<file path="src/rtl/score_display_pkg.sv">
// Shared types and constants for the score display slice.
// Contents: seg_t (active-low {g,f,e,d,c,b,a}), digit_idx_t,
//           SEG_BLANK and SEG_DIGIT[0:9] decode constants, width localparams.
package score_display_pkg;

  localparam int unsigned NIBBLE_W = 4;
  localparam int unsigned DIGITS   = 4;
  localparam int unsigned BCD_W    = NIBBLE_W * DIGITS;
  localparam int unsigned SEG_W    = 7;

  typedef logic [SEG_W-1:0] seg_t;
  typedef logic [1:0]       digit_idx_t;

  localparam seg_t SEG_BLANK = 7'b1111111;

  // Active-low segment patterns for decimal digits 0..9.
  localparam seg_t SEG_DIGIT [0:9] = '{
    7'b1000000,  // 0
    7'b1111001,  // 1
    7'b0100100,  // 2
    7'b0110000,  // 3
    7'b0011001,  // 4
    7'b0010010,  // 5
    7'b0000010,  // 6
    7'b1111000,  // 7
    7'b0000000,  // 8
    7'b0010000   // 9
  };

endpackage

</file>
<file path="src/rtl/bcd_to_seg.sv">
// Combinational BCD nibble to active-low seven-segment decode.
// Ports: nibble (4-bit BCD digit in), seg_c (segments out; 10..15 decode blank).
module bcd_to_seg
  import score_display_pkg::*;
(
  input  logic [NIBBLE_W-1:0] nibble,
  output seg_t                seg_c
);

  always_comb begin
    seg_c = SEG_BLANK;
    case (nibble)
      4'd0:    seg_c = SEG_DIGIT[0];
      4'd1:    seg_c = SEG_DIGIT[1];
      4'd2:    seg_c = SEG_DIGIT[2];
      4'd3:    seg_c = SEG_DIGIT[3];
      4'd4:    seg_c = SEG_DIGIT[4];
      4'd5:    seg_c = SEG_DIGIT[5];
      4'd6:    seg_c = SEG_DIGIT[6];
      4'd7:    seg_c = SEG_DIGIT[7];
      4'd8:    seg_c = SEG_DIGIT[8];
      4'd9:    seg_c = SEG_DIGIT[9];
      default: seg_c = SEG_BLANK;
    endcase
  end

endmodule

</file>
<file path="src/rtl/score_display.sv">
// Four-digit multiplexed common-anode display driver for the packed-BCD score,
// with leading-zero blanking, a high-score register updated at game over,
// current/high score select and blinking while game_over is high.
// Ports: clk, reset (sync, active high), score[15:0] BCD, game_over, show_high,
//        an[3:0] anodes (active low, an[0]=ones), seg[6:0] {g..a} active low,
//        dp active low, high_score[15:0] BCD best score since reset.
module score_display
  import score_display_pkg::*;
#(
  parameter int unsigned REFRESH_DIV = 100000,
  parameter int unsigned BLINK_DIV   = 50000000
) (
  input  logic             clk,
  input  logic             reset,
  input  logic [BCD_W-1:0] score,
  input  logic             game_over,
  input  logic             show_high,
  output logic [DIGITS-1:0] an,
  output seg_t             seg,
  output logic             dp,
  output logic [BCD_W-1:0] high_score
);

  localparam int unsigned REF_W = (REFRESH_DIV > 1) ? $clog2(REFRESH_DIV) : 1;
  localparam int unsigned BLK_W = (BLINK_DIV > 1) ? $clog2(BLINK_DIV) : 1;
  localparam logic [REF_W-1:0] REF_MAX = REF_W'(REFRESH_DIV - 1);
  localparam logic [BLK_W-1:0] BLK_MAX = BLK_W'(BLINK_DIV - 1);

  logic [REF_W-1:0]  ref_cnt_q, ref_cnt_d;
  digit_idx_t        idx_q, idx_d;
  logic [BLK_W-1:0]  blink_cnt_q, blink_cnt_d;
  logic              phase_off_q, phase_off_d;
  logic              prev_go_q, prev_go_d;
  logic [BCD_W-1:0]  hs_q, hs_d;
  logic [DIGITS-1:0] an_q, an_d;
  seg_t              seg_q, seg_d;
  logic              dp_q, dp_d;

  logic [BCD_W-1:0]    disp_c;
  logic [NIBBLE_W-1:0] nibble_c;
  logic                blank_digit_c;
  logic                lit_c;
  seg_t                seg_dec_c;

  // Value being shown and the nibble/blanking for the active digit.
  always_comb begin
    disp_c        = show_high ? hs_q : score;
    nibble_c      = disp_c[3:0];
    blank_digit_c = 1'b0;
    case (idx_q)
      2'd0: begin
        nibble_c      = disp_c[3:0];
        blank_digit_c = 1'b0;
      end
      2'd1: begin
        nibble_c      = disp_c[7:4];
        blank_digit_c = (disp_c[15:4] == 12'h000);
      end
      2'd2: begin
        nibble_c      = disp_c[11:8];
        blank_digit_c = (disp_c[15:8] == 8'h00);
      end
      default: begin
        nibble_c      = disp_c[15:12];
        blank_digit_c = (disp_c[15:12] == 4'h0);
      end
    endcase
    // Blink-off only applies while game_over is still high, so dropping it
    // relights the display on the very next registered output.
    lit_c = ~blank_digit_c & ~(game_over & phase_off_q);
  end

  bcd_to_seg u_bcd_to_seg (
    .nibble (nibble_c),
    .seg_c  (seg_dec_c)
  );

  // Next-state for scan, blink, high score and registered pin outputs.
  always_comb begin
    ref_cnt_d   = ref_cnt_q + REF_W'(1);
    idx_d       = idx_q;
    blink_cnt_d = '0;
    phase_off_d = 1'b0;
    prev_go_d   = game_over;
    hs_d        = hs_q;
    an_d        = 4'b1111;
    seg_d       = SEG_BLANK;
    dp_d        = 1'b1;

    if (ref_cnt_q == REF_MAX) begin
      ref_cnt_d = '0;
      idx_d     = idx_q + digit_idx_t'(1);
    end

    if (game_over) begin
      blink_cnt_d = blink_cnt_q + BLK_W'(1);
      phase_off_d = phase_off_q;
      if (blink_cnt_q == BLK_MAX) begin
        blink_cnt_d = '0;
        phase_off_d = ~phase_off_q;
      end
    end

    // Packed BCD orders the same as binary, so a plain compare suffices.
    if (game_over && !prev_go_q && (score > hs_q)) begin
      hs_d = score;
    end

    if (lit_c) begin
      an_d  = ~(4'b0001 << idx_q);
      seg_d = seg_dec_c;
      dp_d  = ~(show_high && (idx_q == 2'd3));
    end
  end

  always_ff @(posedge clk) begin
    if (reset) begin
      ref_cnt_q   <= '0;
      idx_q       <= '0;
      blink_cnt_q <= '0;
      phase_off_q <= 1'b0;
      prev_go_q   <= 1'b0;
      hs_q        <= '0;
      an_q        <= 4'b1111;
      seg_q       <= SEG_BLANK;
      dp_q        <= 1'b1;
    end else begin
      ref_cnt_q   <= ref_cnt_d;
      idx_q       <= idx_d;
      blink_cnt_q <= blink_cnt_d;
      phase_off_q <= phase_off_d;
      prev_go_q   <= prev_go_d;
      hs_q        <= hs_d;
      an_q        <= an_d;
      seg_q       <= seg_d;
      dp_q        <= dp_d;
    end
  end

  assign an         = an_q;
  assign seg        = seg_q;
  assign dp         = dp_q;
  assign high_score = hs_q;

endmodule

</file>
<file path="config.mk">
export PLATFORM = sky130hd
export DESIGN_NAME = score_display
export DESIGN_NICKNAME = d
export VERILOG_FILES = /design/src/rtl/score_display_pkg.sv /design/src/rtl/bcd_to_seg.sv /design/src/rtl/score_display.sv
export SDC_FILE = /design/constraint.sdc
export NUM_CORES = 1
export LEC_CHECK = 0
export CAP_MARGIN = 20
export CORE_UTILIZATION = 52
export CTS_BUF_LIST = sky130_fd_sc_hd__clkbuf_8
export DETAILED_ROUTE_END_ITERATION = 16
export PLACE_DENSITY = 0.9
export SLEW_MARGIN = 20
export SYNTH_ARGS = -nofsm -noshare
export SYNTH_HDL_FRONTEND = slang
export SYNTH_HIERARCHICAL = 1
export SYNTH_SLANG_ARGS = --single-unit
</file>
<file path="constraint.sdc">
create_clock -name clk -period 2.8 [get_ports clk]
set_clock_uncertainty 0.05 [all_clocks]
set_input_delay 0.28 -clock clk [delete_from_list [all_inputs] [get_ports clk]]
set_output_delay 0.28 -clock clk [all_outputs]
set_load 0.05 [all_outputs]
</file>
Word-level counts from Yosys, hierarchy flattened
Memories as Yosys holds them, arrays and structs flattened. A register that Yosys moved wholly into a read port is not among the register bits.
Index checks and enable logic that the tools add are counted.
- output and inout bits: 28
- memories kept: 1
- register bits after elaboration: 68
- bits in read-only memories: 112
- reductions and logical operators: 12
- shifts and indexed selects: 1
- equality and inequality tests: 5
- bitwise gates (word level): 9
- add/subtract/negate cells: 3
- $lt $le $gt $ge: 1
- muxes and demuxes: 3
- memories (memory ; words ; width ; read ports ; clocked after memory_dff ; wr ports ; line ; source):
    (name not given) ; 16 ; 7 ; 1 ; 1 ; 0 ; bcd_to_seg.sv:12 ; case (nibble)
- operator list (cell ; number):
    adder 26 x 1 -> 26 bit (second input constant) ; 1
    == test 26 bit (second input constant) ; 1
    adder 17 x 1 -> 17 bit (second input constant) ; 1
    == test 17 bit (second input constant) ; 1
    > comparator 16 bit ; 1
    two-way mux 16 bit ; 1
    logical NOT 12 bit ; 1
    one-hot mux 4 bit (3 select lines) ; 1
    logical NOT 8 bit ; 1
    NOT 1 bit ; 6
    OR reduction 2 bit ; 3
    == test 2 bit (second input constant) ; 2
    logical NOT 4 bit ; 1
    NOT 4 bit ; 1
    << shifter 1 x 2 -> 4 bit (first input constant) ; 1
    logical AND 1 bit ; 3
    one-hot mux 1 bit (3 select lines) ; 1
    OR reduction 3 bit ; 1
    adder 2 x 1 -> 2 bit (second input constant) ; 1
    bitwise AND 1 bit ; 2
    == test 2 x 1 -> 1 bit (second input constant) ; 1
    logical NOT 2 bit ; 1
    logical NOT 1 bit ; 1

Depth between registers and ports, before layout
Gate-level depths: netlist (run 1).
- depth in word-level cells: 7
- mapped depth: 13

By module
Netlist (run 1), hierarchy kept.
- by module, submodules not included (module ; cells each ; seq. area each (sq um) ; times used ; area an instance (sq um)):
    score_display ; 422 ; 1501.4 ; 1 ; 3778.6
    bcd_to_seg ; 33 ; 0.0 ; 1 ; 210.2

Worst setup path before layout (run 1)
OpenSTA, ideal clock, no wires.
- path kind: input -> register
- start: input port show_high
- end: register seg_q[3], in the netlist seg[3]
- path buffers: 3
- arrival time: 2.478 ns
- path slack: 0.145 ns
- library setup time: 0.126 ns
- cell stages on the path: 13
- cell sequence: clkbuf_1 clkbuf_1 buf_1 nand2_1 o21ai_0 a222oi_1 mux2i_1 inv_1 ha_1 or2_1 a21oi_2 a31oi_1 nand2b_1
- elaborated cells on any way between the ends: 10
- RTL lines (element ; line ; source):
    start, declared ; score_display.sv:17 ; input logic show_high,
    two-way mux 16 bit ; score_display.sv:47 ; disp_c = show_high ? hs_q : score;
    one-hot mux 4 bit (3 select lines) ; score_display.sv:50 ; case (idx_q)
    named net nibble_c[1] ; score_display.sv:40 ; logic [NIBBLE_W-1:0] nibble_c;
    end, declared ; score_display.sv:36 ; seg_t seg_q, seg_d;
The timed path passes the listed nets, and every way through them passes these cells.
A chain may end at the register's enable or synchronous reset.

Final worst setup path (run 1)
- start: register hs_q[15], in the netlist high_score[15]
- end: register hs_q[10], in the netlist high_score[10]
- word-level cells in the longest chain between the ends: 2
- ends and longest elaborated chain (element ; line ; source):
    start, declared ; score_display.sv:34 ; logic [BCD_W-1:0] hs_q, hs_d;
    start signal, assigned ; score_display.sv:133 ; hs_q <= hs_d;
    > comparator 16 bit ; score_display.sv:105 ; if (game_over && !prev_go_q && (score > hs_q)) begin
    logical AND 1 bit ; score_display.sv:105 ;
No other way between the ends.

==> out/results.tsv, run 1 <==
metric	value	unit
rows	31	
hold_path_class	reg2reg	
power.switching	0.000732	W
gp_congestion	0.944	
path_max_fanout	16	
internal_power	0.00188	W
crit_path_start	high_score[15]	
initial_core_util	54.4	%
rsz0062_at_grt	no	
grt_max_degree	35	
tns	0	ps
required	3010	ps
grt_first_pass_wirelength	15.2	mm
cellPowerDensity	539	nW/um^2
arrival	2710	ps
cts_root_buffer	clkbuf_8	
p_seq_share	43.3	%
n_fill_cell	538	
max_cap_violations	0	
vias	3521	
synth_cells	455	
tightestPinTransition	677	ps
area_growth	21.4	%
synth_cell_type_count	45	
critPathCaptureType	register	
critPathBufInv	2	
outcome	completed	
yosysWarnings	6	
synthTopCellsByArea	dfxtp_1 38%, ha_1 8.8%, xor2_1 6.1%, nor2_1 5.7%, o32ai_2 4.1%	
viasPerCell	5.76	
synth-main-ff-cell	dfxtp_1	
final_cell_count_no_fill	611	
grt_antenna_before_repair	0	
clkSinkCount	75	
cts_tree	done	
clock_path_buffers	2	
die_x	89.6	um
relSlewSlack	54.6	%
synthArstFlopShare	0	%
hold_buffers	0	
timing.hold.ws	424	ps
cts_buffers	9	
comb_power_share	18.4	%
core	7330	sq um
worstSetupPathType	reg2reg	
routed_wl	9.49	mm
hold_viol	0	
wl_per_cell	15.5	um
cts.repair.resized	0	
clock_power_share	38.4	%
die-area	8030	sq um
placed_cells	595	
nets	555	
peakVddDrop	0.249	mV
swShare	28.0	%
critPathTopFamily	compound AO/OA/AOI/OAI gates	
syn_area	3990	sq um
firstDrtPassIters	5	
dp_worst_setup_slack	94.2	ps
track_usage	24.9	%
synth_seq_area_share	37.6	%
yosysTopAreaCell	dfxtp_1	
grt_pass1_vias	3353	
synth_edf_count	0	
worst_slack	300	ps
ant_nets	0	
crit-reg2reg-launch	high_score[15]	
synth_top_area_share	37.6	%
htreeDepth	3	
path_clk_slew	80	ps
min_from	ref_cnt_q[0]	
fmax	400	MHz
synth-seq-cells	75	
setup_viol	0	
critPathSlowestCell	dfxtp_1	
yosysMostFrequentCell	dfxtp_1	
diodes	0	
syn_avg_cell_area	8.77	sq um
first_iter_violations	269	
final_layout_size_suffix_gt1_share	8.98	%
postCtsSetupBuffers	0	
crit_path_cell_trace	inv_1, ha_1, nand4_2, nor4_2, a21bo_2, a311o_1, buf_4, o32ai_2	
insertion_delay	350	ps
finalCritPeriodShare	89.3	%
p_leak	1.84	nW
io_buffers	47	
critPathLaunchType	register	
die_y	89.6	um
ioPinCount	48	
grt.overflow.total	0	
utilization	66.1	%
drc	0	
drv_slew	0	
synth_common_cells	75 x dfxtp_1, 61 x nor2_1, 41 x inv_1	
hpwl	6.72	mm
slowest_delay	410	ps
syn-num-nets	503	
fin_crit	2500	ps
[per-stage QoR]
stage	power, W	instance area (sq um)
floorplan	0.00145	3990
global placement	0.00160	4600
detailed placement	0.00162	4600
CTS	0.00262	4840
global route	0.00271	4840
finish	0.00261	4840
[sequential cells by signal, summed over array words and instances (netlist names), 2 cells and up]
name / flops
blink_cnt_q: 26
ref_cnt_q: 17
high_score: 16
seg: 7
an: 4
idx_q: 2
[power by group through the flow]
stage               registers, W  clock network, W  logic (W)
floorplan                0.00125                 0   0.000207
global placement         0.00115                 0   0.000446
detailed placement       0.00115                 0   0.000464
CTS                      0.00113           0.00101   0.000473
global route             0.00113           0.00106   0.000513
finish                   0.00113           0.00100   0.000480
[layout by cell type (no fill, tap or decap), types with 3 or more instances in the layout]
cell / instances
a21oi_1: 9
o21ai_0: 20
and3_1: 8
nand2_1: 39
mux2i_1: 9
ha_1: 28
buf_4: 10
and4_1: 7
a222oi_1: 4
nor3_1: 3
clkdlybuf4s50_1: 47
clkbuf_8: 9
xor2_1: 28
nor4_2: 3
nand3_1: 14
o32ai_2: 10
xnor2_1: 13
o32ai_1: 6
nand2b_1: 14
nor4_1: 7
inv_1: 42
o21a_1: 3
dfxtp_1: 75
nor2_1: 61
bufinv_16: 3
nand4_1: 13
[cell type report]
cell class / instances / area (sq um) / area share (%)
Inverter: 41 / 154 / 3.18
Clock buffer: 9 / 124 / 2.56
Sequential cell: 75 / 1500 / 31.0
Timing Repair Buffer: 59 / 586 / 12.1
Clock inverter: 7 / 116 / 2.40
Multi-Input combinational cell: 321 / 2240 / 46.2
Tap cell: 99 / 124 / 2.56
[routing by layer]
layer | up-vias | track usage (%) | wire (um)
li1 | 1671 | - | -
met1 | 1620 | 27.9 | 3740
met2 | 182 | 43.7 | 4700
met3 | 48 | 4.75 | 648
met4 | 0 | 15.3 | 396
met5 | - | 0 | 0
[logic make-up after synthesis]
family | after synthesis | synth area share (%)
buffers and inverters | 59 | 6.27
adders and majority gates | 28 | 8.78
and+or+nand+nor | 181 | 23.1
xor gates and xnor gates | 41 | 9.00
DFF | 75 | 37.6
AOI/OAI and AO/OA | 61 | 12.7
muxes | 10 | 2.54
[path summary, 6_finish.rpt]
kind,endpoint,slack (ps),cells past startpoint
max,high_score[10],300,8
min,ref_cnt_q[0],420,1
max reg2reg,high_score[10],300,8
min reg2reg,ref_cnt_q[0],420,1
(Power assumes the default switching activity.)
==> inputs of run 2 (changes only) <==
Settings changed: PLACE_DENSITY 0.9 to not set, PLACE_DENSITY_LB_ADDON set to 0.25.
==> run 2 against run 1 <==
Hold slack worse by 15 ps. Setup slack worse by 14 ps. Clock-buffer cell count unchanged. Sequential share of layout area up 0.50 points. Maximum frequency down 0.57%. Via count down 3.8%. First-iteration DRC count down 52%. Global-route usage down 1.1 points. Clock power down 31%. Register-to-register slack about the same. Non-clock buffer count up 2.
==> out/results.tsv, run 2 (synthesized netlist as in run 1, its figures left out) <==
metric	value	unit	change
outcome	completed		
arrival	2720	ps	about the same
hold_viol	0		unchanged
ioPinCount	48		unchanged
clock_power_share	30.4	%	-8.0 points
viasPerCell	5.54		-3.8%
grt_pass1_vias	3242		-3.3%
insertion_delay	350	ps	about the same
layout_common_cells	75 x dfxtp_1, 61 x nor2_1, 47 x clkdlybuf4s50_1		
utilization	65.0	%	-1.0 points
cts_tree	done		
finalCritPeriodShare	89.8	%	+0.51 points
grt.overflow.total	0		unchanged
wl_per_cell	14.4	um	-7.3%
internal_power	0.00159	W	-15%
hpwl	6.54	mm	-2.8%
grt_first_pass_wirelength	14.5	mm	-4.6%
area_growth	19.5	%	
rsz0062_at_grt	no		
fmax	398	MHz	-0.57%
hold_path_class	reg2reg		
critPathSlowestCell	dfxtp_1		
cts_buffers	9		unchanged
first_iter_violations	128		-52%
grt_antenna_before_repair	0		unchanged
cellPowerDensity	480	nW/um^2	-11%
grt_max_degree	35		unchanged
postCtsSetupBuffers	0		unchanged
slowest_delay	420	ps	about the same
clock_path_buffers	2		unchanged
routed_wl	8.79	mm	-7.3%
track_usage	23.8	%	-1.1 points
required	3010	ps	about the same
core	7330	sq um	unchanged
max_cap_violations	0		unchanged
critPathCaptureType	register		
critPathBufInv	2		unchanged
setup_viol	0		unchanged
clkSinkCount	75		unchanged
peakVddDrop	0.349	mV	+41%
largest_reg_flops	26		unchanged
comb_power_share	20.4	%	+2.0 points
critPathLaunchType	register		
tns	0	ps	unchanged
layout_commonest_cell	dfxtp_1		
gp_congestion	0.922		-2.3%
htreeDepth	3		unchanged
path_max_fanout	14		-2
die_y	89.6	um	unchanged
fin_crit	2510	ps	+14.3 ps
final_cell_count_no_fill	611		unchanged
drc	0		unchanged
cts.repair.resized	0		unchanged
vias	3386		-3.8%
rows	31		unchanged
drv_slew	0		unchanged
nets	557		+0.36%
ant_nets	0		unchanged
diodes	0		unchanged
placed_cells	597		+0.34%
worstSetupPathType	reg2reg		
crit_path_cell_trace	inv_1, ha_1, nand4_2, nor4_2, a21bo_2, a311o_1, buf_4, o32ai_1		
die-area	8030	sq um	unchanged
timing.hold.ws	410	ps	-14.7 ps
io_buffers	47		unchanged
p_leak	1.81	nW	-1.7%
top_register	blink_cnt_q		
critPathTopFamily	compound AO/OA/AOI/OAI gates		
initial_core_util	54.4	%	unchanged
fin_area	4770	sq um	-1.6%
dpl_cell_area	4620	sq um	+0.33%
die_x	89.6	um	unchanged
power.switching	0.000697	W	-4.8%
swShare	30.5	%	+2.4 points
tightestPinTransition	662	ps	-15.2 ps
firstDrtPassIters	4		-1
relSlewSlack	55.6	%	+1.0 points
p_seq_share	49.3	%	+6.0 points
path_clk_slew	80	ps	about the same
final_layout_size_suffix_gt1_share	8.79	%	-0.20 points
hold_buffers	0		unchanged
cts_root_buffer	clkbuf_8		
-- run 2: cell types whose count changed in the layout (fill, tap and decap cells not counted) --
cell        change
inv_6           -1
clkinv_2        +1
clkinvlp_4      +1
bufinv_16       -3
buf_4           +2
inv_1           +1
clkinv_4        -1
-- run 2: stage by stage --
stage / setup slack [ps] / power [W]
floorplan: 145 / 0.00145
finish: 286 / 0.00229
CTS: 307 / 0.00230
detailed placement: 18.2 / 0.00162
global placement: 126 / 0.00160
global route: 162 / 0.00239
-- run 2: layout make-up --
cell class	instances	area, sq um
well taps	99	124
clock inverters	5	25.0
fillers	618	2560
flip-flops and latches	75	1500
repair buffers	61	601
clock buffers	9	124
multi-input cells	321	2240
inverters	41	154
-- run 2: power groups by stage --
stage          registers (W)  logic [W]  clock network (W)
5_1_grt              0.00113   0.000506           0.000756
3_3_place_gp         0.00115   0.000454                  0
6_report             0.00113   0.000466           0.000695
2_1_floorplan        0.00125   0.000207                  0
4_1_cts              0.00113   0.000465           0.000708
3_5_place_dp         0.00115   0.000463                  0
-- run 2: final timing paths --
path	from	end	slack, ps	cells after the start
min reg2reg	ref_cnt_q[0]	ref_cnt_q[0]	410	1
max reg2reg	high_score[13]	high_score[4]	290	8
min	ref_cnt_q[0]	ref_cnt_q[0]	410	1
max	high_score[13]	high_score[4]	290	8
-- run 2: routing by layer --
metal  vias to the layer above  GRT usage, %  part of all wire (%)
met5                         -             0                     0
met3                        26          4.11                   4.7
met1                      1593          27.2                    43
met2                        93          41.7                    49
li1                       1674             -                     -
met4                         0          14.1                   3.2
